## config.mk

```make
export PLATFORM = sky130hd
export DESIGN_NAME = i2s_apb4_dma
export DESIGN_NICKNAME = d
export VERILOG_FILES = /design/src/rtl/i2s_apb4_dma.sv
export SDC_FILE = /design/constraint.sdc
export NUM_CORES = 1
export LEC_CHECK = 0
export CORE_UTILIZATION = 39
export DETAILED_ROUTE_END_ITERATION = 10
export GPL_TIMING_DRIVEN = 0
export PLACE_DENSITY = 0.8
export SLEW_MARGIN = 10
export SYNTH_ARGS = -nofsm -noshare
export SYNTH_HDL_FRONTEND = slang
export SYNTH_SLANG_ARGS = --single-unit
```

## constraint.sdc

```tcl
create_clock -name clk_i -period 3.4 [get_ports clk_i]
set_clock_uncertainty 0.2 [all_clocks]
set_input_delay 1.02 -clock clk_i [delete_from_list [all_inputs] [get_ports clk_i]]
set_output_delay 1.02 -clock clk_i [all_outputs]
set_load 0.05 [all_outputs]
```

## src/rtl/i2s_apb4_dma.sv

```systemverilog
// i2s_apb4_dma: APB4 initiator moving samples between stream ports and the I2S controller TX/RX FIFOs.
// Define I2S_DMA_POLL_EN to add a periodic STAT poll that recovers data below the controller IRQ thresholds.
module i2s_apb4_dma #(
  parameter logic [31:0] BASE_ADDR   = 32'h0000_0000,
  parameter logic [31:0] TXR_OFS     = 32'h8,
  parameter logic [31:0] RXR_OFS     = 32'hC,
  parameter logic [31:0] STAT_OFS    = 32'h10,
  parameter int          POLL_CYCLES = 1024
) (
  input  logic        clk_i,
  input  logic        rst_i,
  input  logic        en_i,
  input  logic        irq_i,
  output logic [31:0] paddr_o,
  output logic        psel_o,
  output logic        penable_o,
  output logic        pwrite_o,
  output logic [31:0] pwdata_o,
  output logic [3:0]  pstrb_o,
  output logic [2:0]  pprot_o,
  input  logic [31:0] prdata_i,
  input  logic        pready_i,
  input  logic        pslverr_i,
  input  logic        tx_valid_i,
  output logic        tx_ready_o,
  input  logic [31:0] tx_data_i,
  output logic        rx_valid_o,
  input  logic        rx_ready_i,
  output logic [31:0] rx_data_o,
  output logic        err_o
);

  typedef enum logic [2:0] {IDLE, STAT_S, STAT_A, RX_S, RX_A, TX_S, TX_A} state_t;

  state_t state, state_nxt;
  logic   tx_full_q, rx_pend, en_q, poll_tick;
  logic   xfer_done, xfer_err;

  assign xfer_done = penable_o && pready_i;
  assign xfer_err  = xfer_done && pslverr_i;

  // Each STAT read licenses at most one RX pop and one TX push.
  always_comb begin
    state_nxt  = state;
    psel_o     = (state != IDLE);
    penable_o  = (state == STAT_A) || (state == RX_A) || (state == TX_A);
    tx_ready_o = (state == TX_S);
    pprot_o    = 3'b000;
    unique case (state)
      IDLE: begin
        if (en_i && (irq_i || (tx_valid_i && !tx_full_q) || (rx_pend && !rx_valid_o) || poll_tick))
          state_nxt = STAT_S;
      end
      STAT_S: state_nxt = STAT_A;
      STAT_A: begin
        if (pready_i) begin
          if (pslverr_i || !en_i)                state_nxt = IDLE;
          else if (!prdata_i[4] && !rx_valid_o)  state_nxt = RX_S;
          else if (!prdata_i[3] && tx_valid_i)   state_nxt = TX_S;
          else                                   state_nxt = IDLE;
        end
      end
      RX_S: state_nxt = RX_A;
      RX_A: begin
        if (pready_i) begin
          if (pslverr_i || !en_i)              state_nxt = IDLE;
          else if (!tx_full_q && tx_valid_i)   state_nxt = TX_S;
          else                                 state_nxt = STAT_S;
        end
      end
      TX_S: state_nxt = TX_A;
      TX_A: begin
        if (pready_i) state_nxt = (pslverr_i || !en_i) ? IDLE : STAT_S;
      end
      default: state_nxt = IDLE;
    endcase
  end

  always_ff @(posedge clk_i or posedge rst_i) begin
    if (rst_i) state <= IDLE;
    else       state <= state_nxt;
  end

  // Address/control are loaded on entry to setup so they hold steady through the access phase.
  always_ff @(posedge clk_i or posedge rst_i) begin
    if (rst_i) begin
      paddr_o  <= '0;
      pwrite_o <= 1'b0;
      pwdata_o <= '0;
      pstrb_o  <= 4'h0;
    end else if (state_nxt != state) begin
      if (state_nxt == STAT_S) begin
        paddr_o  <= BASE_ADDR + STAT_OFS;
        pwrite_o <= 1'b0;
        pstrb_o  <= 4'h0;
      end else if (state_nxt == RX_S) begin
        paddr_o  <= BASE_ADDR + RXR_OFS;
        pwrite_o <= 1'b0;
        pstrb_o  <= 4'h0;
      end else if (state_nxt == TX_S) begin
        paddr_o  <= BASE_ADDR + TXR_OFS;
        pwrite_o <= 1'b1;
        pstrb_o  <= 4'hF;
        pwdata_o <= tx_data_i;
      end
    end
  end

  always_ff @(posedge clk_i or posedge rst_i) begin
    if (rst_i) begin
      tx_full_q  <= 1'b0;
      rx_pend    <= 1'b0;
      rx_valid_o <= 1'b0;
      rx_data_o  <= '0;
      err_o      <= 1'b0;
      en_q       <= 1'b0;
    end else begin
      en_q <= en_i;
      if (state == STAT_A && xfer_done && !pslverr_i) begin
        tx_full_q <= prdata_i[3];
        rx_pend   <= ~prdata_i[4];
      end
      if (state == RX_A && xfer_done && !pslverr_i) begin
        rx_data_o  <= prdata_i;
        rx_valid_o <= 1'b1;
      end else if (rx_valid_o && rx_ready_i) begin
        rx_valid_o <= 1'b0;
      end
      if (xfer_err)             err_o <= 1'b1;
      else if (en_i && !en_q)   err_o <= 1'b0;
    end
  end

`ifdef I2S_DMA_POLL_EN
  localparam int PW = (POLL_CYCLES > 1) ? $clog2(POLL_CYCLES) : 1;
  logic [PW-1:0] poll_cnt;
  logic          poll_pend;

  // The tick stays pending until IDLE actually launches a STAT read.
  always_ff @(posedge clk_i or posedge rst_i) begin
    if (rst_i) begin
      poll_cnt  <= '0;
      poll_pend <= 1'b0;
    end else begin
      if (!en_i)                                 poll_cnt <= '0;
      else if (poll_cnt == PW'(POLL_CYCLES - 1)) poll_cnt <= '0;
      else                                       poll_cnt <= poll_cnt + 1'b1;
      if (en_i && poll_cnt == PW'(POLL_CYCLES - 1))  poll_pend <= 1'b1;
      else if (state == IDLE && state_nxt == STAT_S) poll_pend <= 1'b0;
    end
  end

  assign poll_tick = poll_pend;
`else
  assign poll_tick = 1'b0;
`endif

endmodule

```

==> metrics.md, run 1 <==
| Metric | Value |
|---|---|
| Hold/Removal Path Class | register to register |
| Max_slew headroom | 64.4% |
| Clk slew on worst S/H paths | about 80 ps |
| Total Wirelength | 7.11 mm |
| CTS H-tree lvls | 3 |
| Largest net degree at the start of global routing | 42 |
| Clock Latency Late Sink | 350 ps |
| Final setup TNS | 0 ps |
| Synth Cell Area | 3370 um^2 |
| Drt via density | 4.42 |
| I/O pin cnt | around 180 |
| # rows | 33 |
| Clock tree buffer depth | 2 |
| CP Max Fanout | 10 |
| Leak pwr | 2.53 nW |
| Util after Layout | 64.2% |
| Synth warn | 0 |
| CP Cell Sequence | clkbuf_1 > or3_1 > clkdlybuf4s50_1 |
| DIE WIDTH | 95 um |
| Root buffer cell | clkbuf_8 |
| Final Instance Area | ~5300 um^2 |
| Area delta synth->final | 57.9% |
| Diodes inserted | 0 |
| Slew Viols, Final | 0 |
| Pre-CTS setup slack | -27.4 ps |
| CP Launch Type | register |
| Drt pass-1 iters | 4 |
| Post-CTS Hold Fix Bufs | 0 |
| Distinct cells, synth | 30 |
| Final ANT Viol Nets | 0 |
| 1st-iter DRT viols | 33 |
| HPWL Detailed | 5.43 mm |
| CP Capture Type | primary output |
| Setup Buffers After CTS | 0 |
| Crit path largest cell delay | 710 ps |
| # resized after CTS | 0 |
| Die height | 95 um |
| Worst path arrival time | slightly above 2000 ps |
| Gr usage total | about 17% |
| Sequential fraction of the synthesis area | 56.4% |
| Core ar. | 8300 um^2 |
| TritonCTS clock tree | done |
| Count of final setup violators | 0 |
| Nets | 494 |
| Worst-Margin Slew | 534 ps |
| Hold WS | 296 ps |
| Delay-heaviest family, CP | buffers and inverters |
| CTS buffer count | 9 |
| Buf+Inv Stages, Crit Path | 2 |
| Status | complete, no violations |
| Critical path required time | around 2200 ps |
| First-pass GRT wire length | 11.2 mm |
| Critical-path top delay cell | clkdlybuf4s50_1 |
| Wirelength per Cell | ~13 um |
| Initial antenna violation count | 0 |
| Final Hold Viols | 0 |
| RSZ-0062 raised after global routing | no |
| Fraction of layout cells with a size suffix above 1 | between 20% and 30% |
| Via count | 2,354 |
| Maxcap violations | 0 |
| Buffers on Ports | 148 |
| DP Area | 5120 um^2 |
| Clock sinks | 76 |
| Aggregate global routing overflow | 0 |
| Gpl congestion | about 0.84 |
| Vias in the first global route | 2,316 |
| FMAX | 308 MHz |
| WS Path Type | register to primary output |
| Part of the cycle the worst path needs | 95.4% |
| Syn avg cell area | 14.6 um^2 |
| PnR worst setup slack | 156 ps |
| Synth Instances | 231 |
| Pwr dens | 1010 nW/um^2 |
| Die ar. | 9030 um^2 |
| Period minus WS final | roughly 3200 ps |
| # DRC | 0 |
| Initial core utilization | 40.6% |
| Seq cells post-synth | 76 |
| # fillers | between 600 and 700 |
| Max rail drop VDD | around 0.00050 V |
metal layers:
layer	routed length [um]	global-route usage (%)	vias up
met1	2890	19.3	1116
met5	0	0	-
met4	108	7.70	0
met3	636	6.20	9
met2	3480	27.2	118
li1	-	-	1111
registers in the layout, summed over array words and instances, names as in the netlist:
signal / count
tx_full_q: 1
rx_valid_o: 1
en_q: 1
rx_data_o: 32
err_o: 1
state: 3
rx_pend: 1
pstrb_o: 1
paddr_o: 3
pwdata_o: 32
report_power, final:
group,switching (W),internal [W]
Sequential,0.000219,0.00129
Clock,0.000329,0.000357
Combinational,0.00194,0.00123
metrics by stage:
step	power, W	instances
after global placement	0.00466	515
after CTS	0.00542	532
after floorplan	0.00369	262
after detailed placement	0.00471	516
after global routing	0.00562	532
final	0.00536	532
path summary, 6_finish.rpt:
path                       slack [ps]  depth (start not counted)           startpoint                       end
setup / recovery                  160                          3   state[0]$_DFF_PP0_                    psel_o
hold / removal                    300                          2  rx_pend$_DFFE_PP0P_       rx_pend$_DFFE_PP0P_
setup reg to reg                 1080                          7   state[0]$_DFF_PP0_  pwdata_o[31]$_DFFE_PP0P_
hold reg to reg                   300                          2  rx_pend$_DFFE_PP0P_       rx_pend$_DFFE_PP0P_
max in group asynchronous        1590                          3                rst_i   pwdata_o[6]$_DFFE_PP0P_
min in group asynchronous         840                          2                rst_i  pwdata_o[27]$_DFFE_PP0P_
cells by family after synthesis:
group | Yosys count | synth area share, %
compound gates | 15 | 3.45
buf+inv | 49 | 10.1
flops | 76 | 56.4
mux | 66 | 25.3
other cells | 1 | 0.111
simple gates | 24 | 4.67
tightest hold or removal path, delay by kind of cell, from the launching register on:
kind	cells	cell delay (ps)
and+or+nand+nor	1	50
DFF	1	350
AOI/OAI and AO/OA	1	60
area by class of cell:
class	instances	area, um^2	share of cell area (%)
Inverter	6	25.0	0.470
Clock buffer	10	138	2.58
Sequential cell	76	1900	35.7
Timing Repair Buffer	149	1500	28.2
Clock inverter	6	63.8	1.20
Buffer	43	319	5.99
Tap cell	105	131	2.47
Multi-Input combinational cell	137	1250	23.4
Yosys cell counts, drive strengths merged:
cell	count	area (um^2)
nand3	2	22.5
nor4bb	2	20.0
inv	6	22.5
a32o	1	10.0
and2	1	6.26
mux2	66	852
o21a	1	7.51
nand2	3	11.3
nor2b	7	43.8
o221a	1	11.3
or4b	1	10.0
o2111ai	1	8.76
or3	1	6.26
clkbuf	1	3.75
o21ai	7	35.0
a21oi	2	10.0
a22oi	1	7.51
nor2	4	17.5
buf	42	315
nand3b	1	7.51
conb	1	3.75
a311oi	1	26.3
nand2b	2	12.5
dfrtp	76	1900
placed cells by master (no fill, tap or decap), types with 2 or more instances in the layout:
cell type / netlist / routed
buf_4: 36 / 36
buf_6: 3 / 3
nand2_1: 3 / 3
conb_1: 1 / 32
nor2_1: 3 / 3
nor2b_1: 7 / 7
mux2_4: 29 / 29
clkinvlp_4: 0 / 2
nor4bb_1: 2 / 2
o21ai_0: 5 / 5
o21ai_1: 2 / 2
a21oi_1: 2 / 2
nand2b_1: 2 / 2
dfrtp_1: 76 / 76
inv_1: 6 / 5
clkbuf_8: 0 / 10
clkdlybuf4s50_1: 0 / 148
clkinv_2: 0 / 2
mux2_2: 37 / 37
buf_1: 3 / 3
No activity file was read; power rests on OpenSTA's default activity.
==> run 2: changes to the inputs <==
--- a/config.mk
+++ b/config.mk
@@ -5,6 +5,7 @@
 export SDC_FILE = /design/constraint.sdc
 export NUM_CORES = 1
 export LEC_CHECK = 0
+export CAP_MARGIN = 20
 export CORE_UTILIZATION = 39
 export DETAILED_ROUTE_END_ITERATION = 10
 export GPL_TIMING_DRIVEN = 0
==> results of run 2 <==
The final DEF is identical to that of run 1; final timing and power are the same.
==> RTL edit 1: new RTL, settings of run 1 <==
Set the parameter `TXR_OFS` to 32'h7 (it was 32'h8).
--- a/src/rtl/i2s_apb4_dma.sv
+++ b/src/rtl/i2s_apb4_dma.sv
@@ -3,5 +3,5 @@
 module i2s_apb4_dma #(
   parameter logic [31:0] BASE_ADDR   = 32'h0000_0000,
-  parameter logic [31:0] TXR_OFS     = 32'h8,
+  parameter logic [31:0] TXR_OFS     = 32'h7,
   parameter logic [31:0] RXR_OFS     = 32'hC,
   parameter logic [31:0] STAT_OFS    = 32'h10,
Formal check against the unedited RTL: not equivalent (a bounded check fails within 4 cycles, from zero or initial values and one cycle with rst_i high).
==> RTL edit 1 against run 1 <==
  * Sequential cell count did not move
  * Power is 12% higher
  * Largest cell class unchanged
  * Worst hold slack lost 0.030 ns
  * Sequential power grew 5%
  * Setup slack worse by 0.027 ns
  * Synthesized area is 3.5% lower
  * Wire length rose by 3.6%
  * Highest routed layer unchanged
  * Critical path depth is 5 higher
  * Design area down 0.70%
==> RTL edit 1: results (changes against run 1) <==
Detailed routing
  • DR pass1 iterations: 4 (unchanged)
  • WL per Instance: 13.8 um (+3.4%)
  • Number of vias per cell: 4.50 (+1.8%)
  • Number of design-rule violations left by the first detailed-router iteration: 60 (+82%)

Final layout
  • Non-filler cells, final: 533 (+0.19%)
  • Fill cell instance count of the final layout: 607 (-2.1%)
  • Fraction of final layout cells with drive strength greater than 1: 29.2% (-0.51 points)
  • Final Net Count: 498 (+0.81%)
  • Registers with the highest flip-flop counts: pwdata_o x32, rx_data_o x32

Critical path
  • R2R cell count: 7 (unchanged)
  • Crit path max-delay family: buffers and inverters
  • Reg-to-reg endpoint: pwdata_o[19]
  • Reg-to-reg setup timing slack: 0.95 ns (-0.13 ns)
  • Slowest cell delay on critical path: 0.58 ns (-0.13 ns)
  • Slowest-stage cell, CP: sky130_fd_sc_hd__clkdlybuf4s50_1
  • Arrival time at the worst endpoint: 3.29 ns (+1.27 ns)

Clocking
  • Cells resized by post-CTS repair: 0 (unchanged)
  • Number of H-tree branching levels: 3 (unchanged)
  • Post-CTS Setup Inserts: 3 (+3)
  • Reg clk slew, reported paths: 0.08 ns (about the same)
  • Clock root buffer: sky130_fd_sc_hd__clkbuf_8
  • Clock latency at the later pin of the worst-skew pair: 0.33 ns (-0.02 ns)

Synthesis
  • Post-Synth XOR/XNOR Area: 0% (unchanged)
  • Sequential element share of the synthesized area: 58.4% (+2.0 points)
  • Post-synthesis adder-cell area fraction: 0% (unchanged)
  • Async set-or-reset flop fraction in the synthesized netlist: 100% (unchanged)
  • Top cells by area in the synthesized netlist: sky130_fd_sc_hd__dfrtp_1, sky130_fd_sc_hd__mux2_2, sky130_fd_sc_hd__buf_4
  • Compound-Gate Fraction of Synth Area: 3.84% (+0.39 points)
  • Post-synth cell types: 32 (+6.7%)
  • Avg Synthesized Cell Area: 14.0 um^2 (-3.9%)
  • Most frequent cells after synthesis: sky130_fd_sc_hd__dfrtp_1, sky130_fd_sc_hd__mux2_2, sky130_fd_sc_hd__buf_4
  • Mux share of post-synthesis cell area: 22.5% (-2.8 points)

STA
  • Pins Over Slew Limit: 0 (unchanged)
  • Summed negative setup slack over all endpoints: 0 ns (unchanged)
  • Slew at the pin with the worst max-slew slack: 0.626 ns (+0.0914 ns)
  • Hold Worst Slack: 0.266 ns (-0.0296 ns)

Placed design
  • Placer Congestion: 0.805 (-3.8%)
  • Placed cell count: 514 (-0.39%)
  • Minimum setup slack after placement: -0.391 ns (-0.364 ns)
  • Post-placement cell area: 0.00502 mm^2 (-2.1%)
  • Detailed placement HPWL: 5690 um (+4.7%)
  • Quantity of I/O buffers inserted on ports: 150 (+1.4%)

Power
  • Static leakage power: 2.36 nW (-6.7%)
  • Peak supply drop: 595 uV (+19%)

Global routing
  • First-pass GRT wire length: 11500 um (+3.0%)
  • Number of global-route vias before repair: 2389 (+3.2%)
  • Total track usage: 17.2% (+0.59 points)
  • Maximum number of pins on one net before global-route repair: 42 (unchanged)

Hold path
  • Hold Crit Start: en_q
  • Worst hold path endpoint: err_o

Outcome
  • Status: finished, final reports clean
RTL edit 1: worst min-delay path, delay by kind of cell, from the launching register on:
kind               cells  cell delay (ns)
DFF                    1             0.32
AOI/OAI and AO/OA      1             0.07
and+or+nand+nor        1             0.05
RTL edit 1: layout make-up:
cell class	count	area, um^2	area share, %
Clock inverter	4	95.1	1.80
Multi-Input combinational cell	134	1110	21.0
Inverter	8	32.5	0.615
Tap cell	102	128	2.41
Timing Repair Buffer	154	1540	29.2
Clock buffer	12	155	2.93
Sequential cell	76	1900	36.0
Buffer	43	320	6.06
RTL edit 1: power by group:
part / total, mW / internal [mW] / switching (mW)
Combinational: 3.61 / 1.34 / 2.27
Clock: 0.847 / 0.527 / 0.320
Sequential: 1.58 / 1.34 / 0.231
Total: 6.03 / 3.21 / 2.83
RTL edit 1: how the worst max path moves through the flow:
| stage | endpoint | slack, ns | cells after the start | startpoint |
|---|---|---|---|---|
| 5_1_grt | pwdata_o[19] | 0.009 | 8 | pready_i |
| 4_1_cts | pwdata_o[19] | 0.18 | 8 | en_i |
| 3_3_place_gp | rx_valid_o | -1.01 | 2 | rst_i |
| 3_5_place_dp | pwdata_o[1] | -0.39 | 7 | en_i |
| 6_report | pwdata_o[19] | 0.13 | 8 | en_i |
| 2_1_floorplan | en_q | 0.24 | 1 | rst_i |
RTL edit 1: layer usage:
| layer | routed length [um] | part of all wire, % | vias up | GRT usage [%] |
|---|---|---|---|---|
| met4 | 164 | 2.2 | 0 | 7.31 |
| li1 | - | - | 1119 | - |
| met2 | 3650 | 50 | 114 | 29.8 |
| met3 | 691 | 9.4 | 15 | 5.61 |
| met5 | 0 | 0 | - | 0 |
| met1 | 2860 | 39 | 1152 | 19.4 |
==> RTL edit 2: new RTL, config.mk and constraints of run 1 <==
Made on the original files. The 7 states of `state_t` get a one-hot encoding in 7 bits.
--- a/src/rtl/i2s_apb4_dma.sv
+++ b/src/rtl/i2s_apb4_dma.sv
@@ -31,5 +31,5 @@
 );
 
-  typedef enum logic [2:0] {IDLE, STAT_S, STAT_A, RX_S, RX_A, TX_S, TX_A} state_t;
+  typedef enum logic [6:0] {IDLE = 7'b0000001, STAT_S = 7'b0000010, STAT_A = 7'b0000100, RX_S = 7'b0001000, RX_A = 7'b0010000, TX_S = 7'b0100000, TX_A = 7'b1000000} state_t;
 
   state_t state, state_nxt;
Function: no difference found for any inputs over 4 cycles, from zero or initial values and one cycle with rst_i high; so few cycles prove little.
==> RTL edit 2 against run 1 <==
  * Global-route usage is 0.16 points lower
  * Sequential cell count is 4 higher
  * Synthesized area is 16% higher
  * Setup slack worse by 0.057 ns
  * Synthesized cell count is 16% higher
  * Count of clock-buffer cells in the layout is 1 lower
  * Wire length is 18% higher
  * Highest routed layer unchanged
  * Design area is 10% higher
  * Worst hold slack better by 0.012 ns
  * First-iteration DRC count is 3.0% higher
Power is not compared: it rests on default switching activity, and its combinational part moved more than twofold at a synthesized area within 25%.
==> RTL edit 2: results (changes against run 1) <==
Synthesis
  • Most frequent cells after synthesis: sky130_fd_sc_hd__dfrtp_1, sky130_fd_sc_hd__mux2_4, sky130_fd_sc_hd__buf_4
  • Post-synth cell types: 45 (+50%)
  • Top cells by area in the synthesized netlist: sky130_fd_sc_hd__dfrtp_1, sky130_fd_sc_hd__mux2_4, sky130_fd_sc_hd__buf_4

Final layout
  • Multi-input combinational cell count: 155 (+13%)
  • Fill cell instance count of the final layout: 779 (+26%)
  • Area fraction of clock buffers and clock inverters: 3.05% (-0.73 points)
  • Inverters: 12 (+6)
  • Share of cell area taken by flip-flops and latches: 34.2% (-1.5 points)
  • Fraction of final layout cells with drive strength greater than 1: 30.3% (+0.56 points)
  • Final Net Count: 529 (+7.1%)
  • Share of final layout cell area taken by non-clock buffers: 33.4% (-0.77 points)
  • Non-filler cells, final: 595 (+12%)

Placed design
  • Quantity of I/O buffers inserted on ports: 147 (-0.68%)
  • Detailed placement HPWL: 6420 um (+18%)
  • Placed cell count: 579 (+12%)
  • Minimum setup slack after placement: 0.213 ns (+0.240 ns)

Detailed routing
  • Number of design-rule violations left by the first detailed-router iteration: 34 (+3.0%)
  • Met2 routed WL: 4090 um (+18%)
  • Wire length the detailed router placed on met1: 3530 um (+22%)
  • WL per Instance: 14.1 um (+5.8%)
  • Number of vias per cell: 4.40 (-0.52%)

Floorplan
  • Tap cells: 133 (+27%)

Global routing
  • Routing usage on met3: 4.99% (-1.2 points)

STA
  • Slew at the pin with the worst max-slew slack: 0.730 ns (+0.196 ns)
  • Setup WS post-layout: 0.0996 ns (-0.0567 ns)

Critical path
  • Slowest-stage cell, CP: sky130_fd_sc_hd__dlygate4sd2_1
  • Slowest cell delay on critical path: 0.55 ns (-0.16 ns)

Outcome
  • Status: finished, final reports clean
[RTL edit 2: cell types whose count changed after synthesis, sizes merged, moves of 4 or more]
| cell | run 1 | this run |
|---|---|---|
| nor2b | 7 | 2 |
| o31ai | 0 | 4 |
| inv | 6 | 12 |
| nor3 | 0 | 4 |
| buf | 42 | 50 |
[RTL edit 2: cells by family (layout without fill, tap and decap cells)]
kind of cell,count (synthesis),in the layout,synth area share (%)
AO/OA/AOI/OAI,20,20,4.17
XOR/XNOR,2,2,0.449
buffers and inverters,63,227,13.2
flip-flops,80,80,51.3
multiplexers,68,68,25.1
other,1,32,0.0960
AND/OR/NAND/NOR,33,33,5.74
[RTL edit 2: path summary, 6_finish.rpt]
check,to,startpoint,cells after the start
setup / recovery,penable_o,state[5],4
hold / removal,rx_data_o[30],rx_data_o[30],1
setup reg to reg,pwdata_o[23],state[6],7
hold reg to reg,rx_data_o[30],rx_data_o[30],1
max in group asynchronous,pwdata_o[5],rst_i,3
min in group asynchronous,rx_data_o[11],rst_i,2
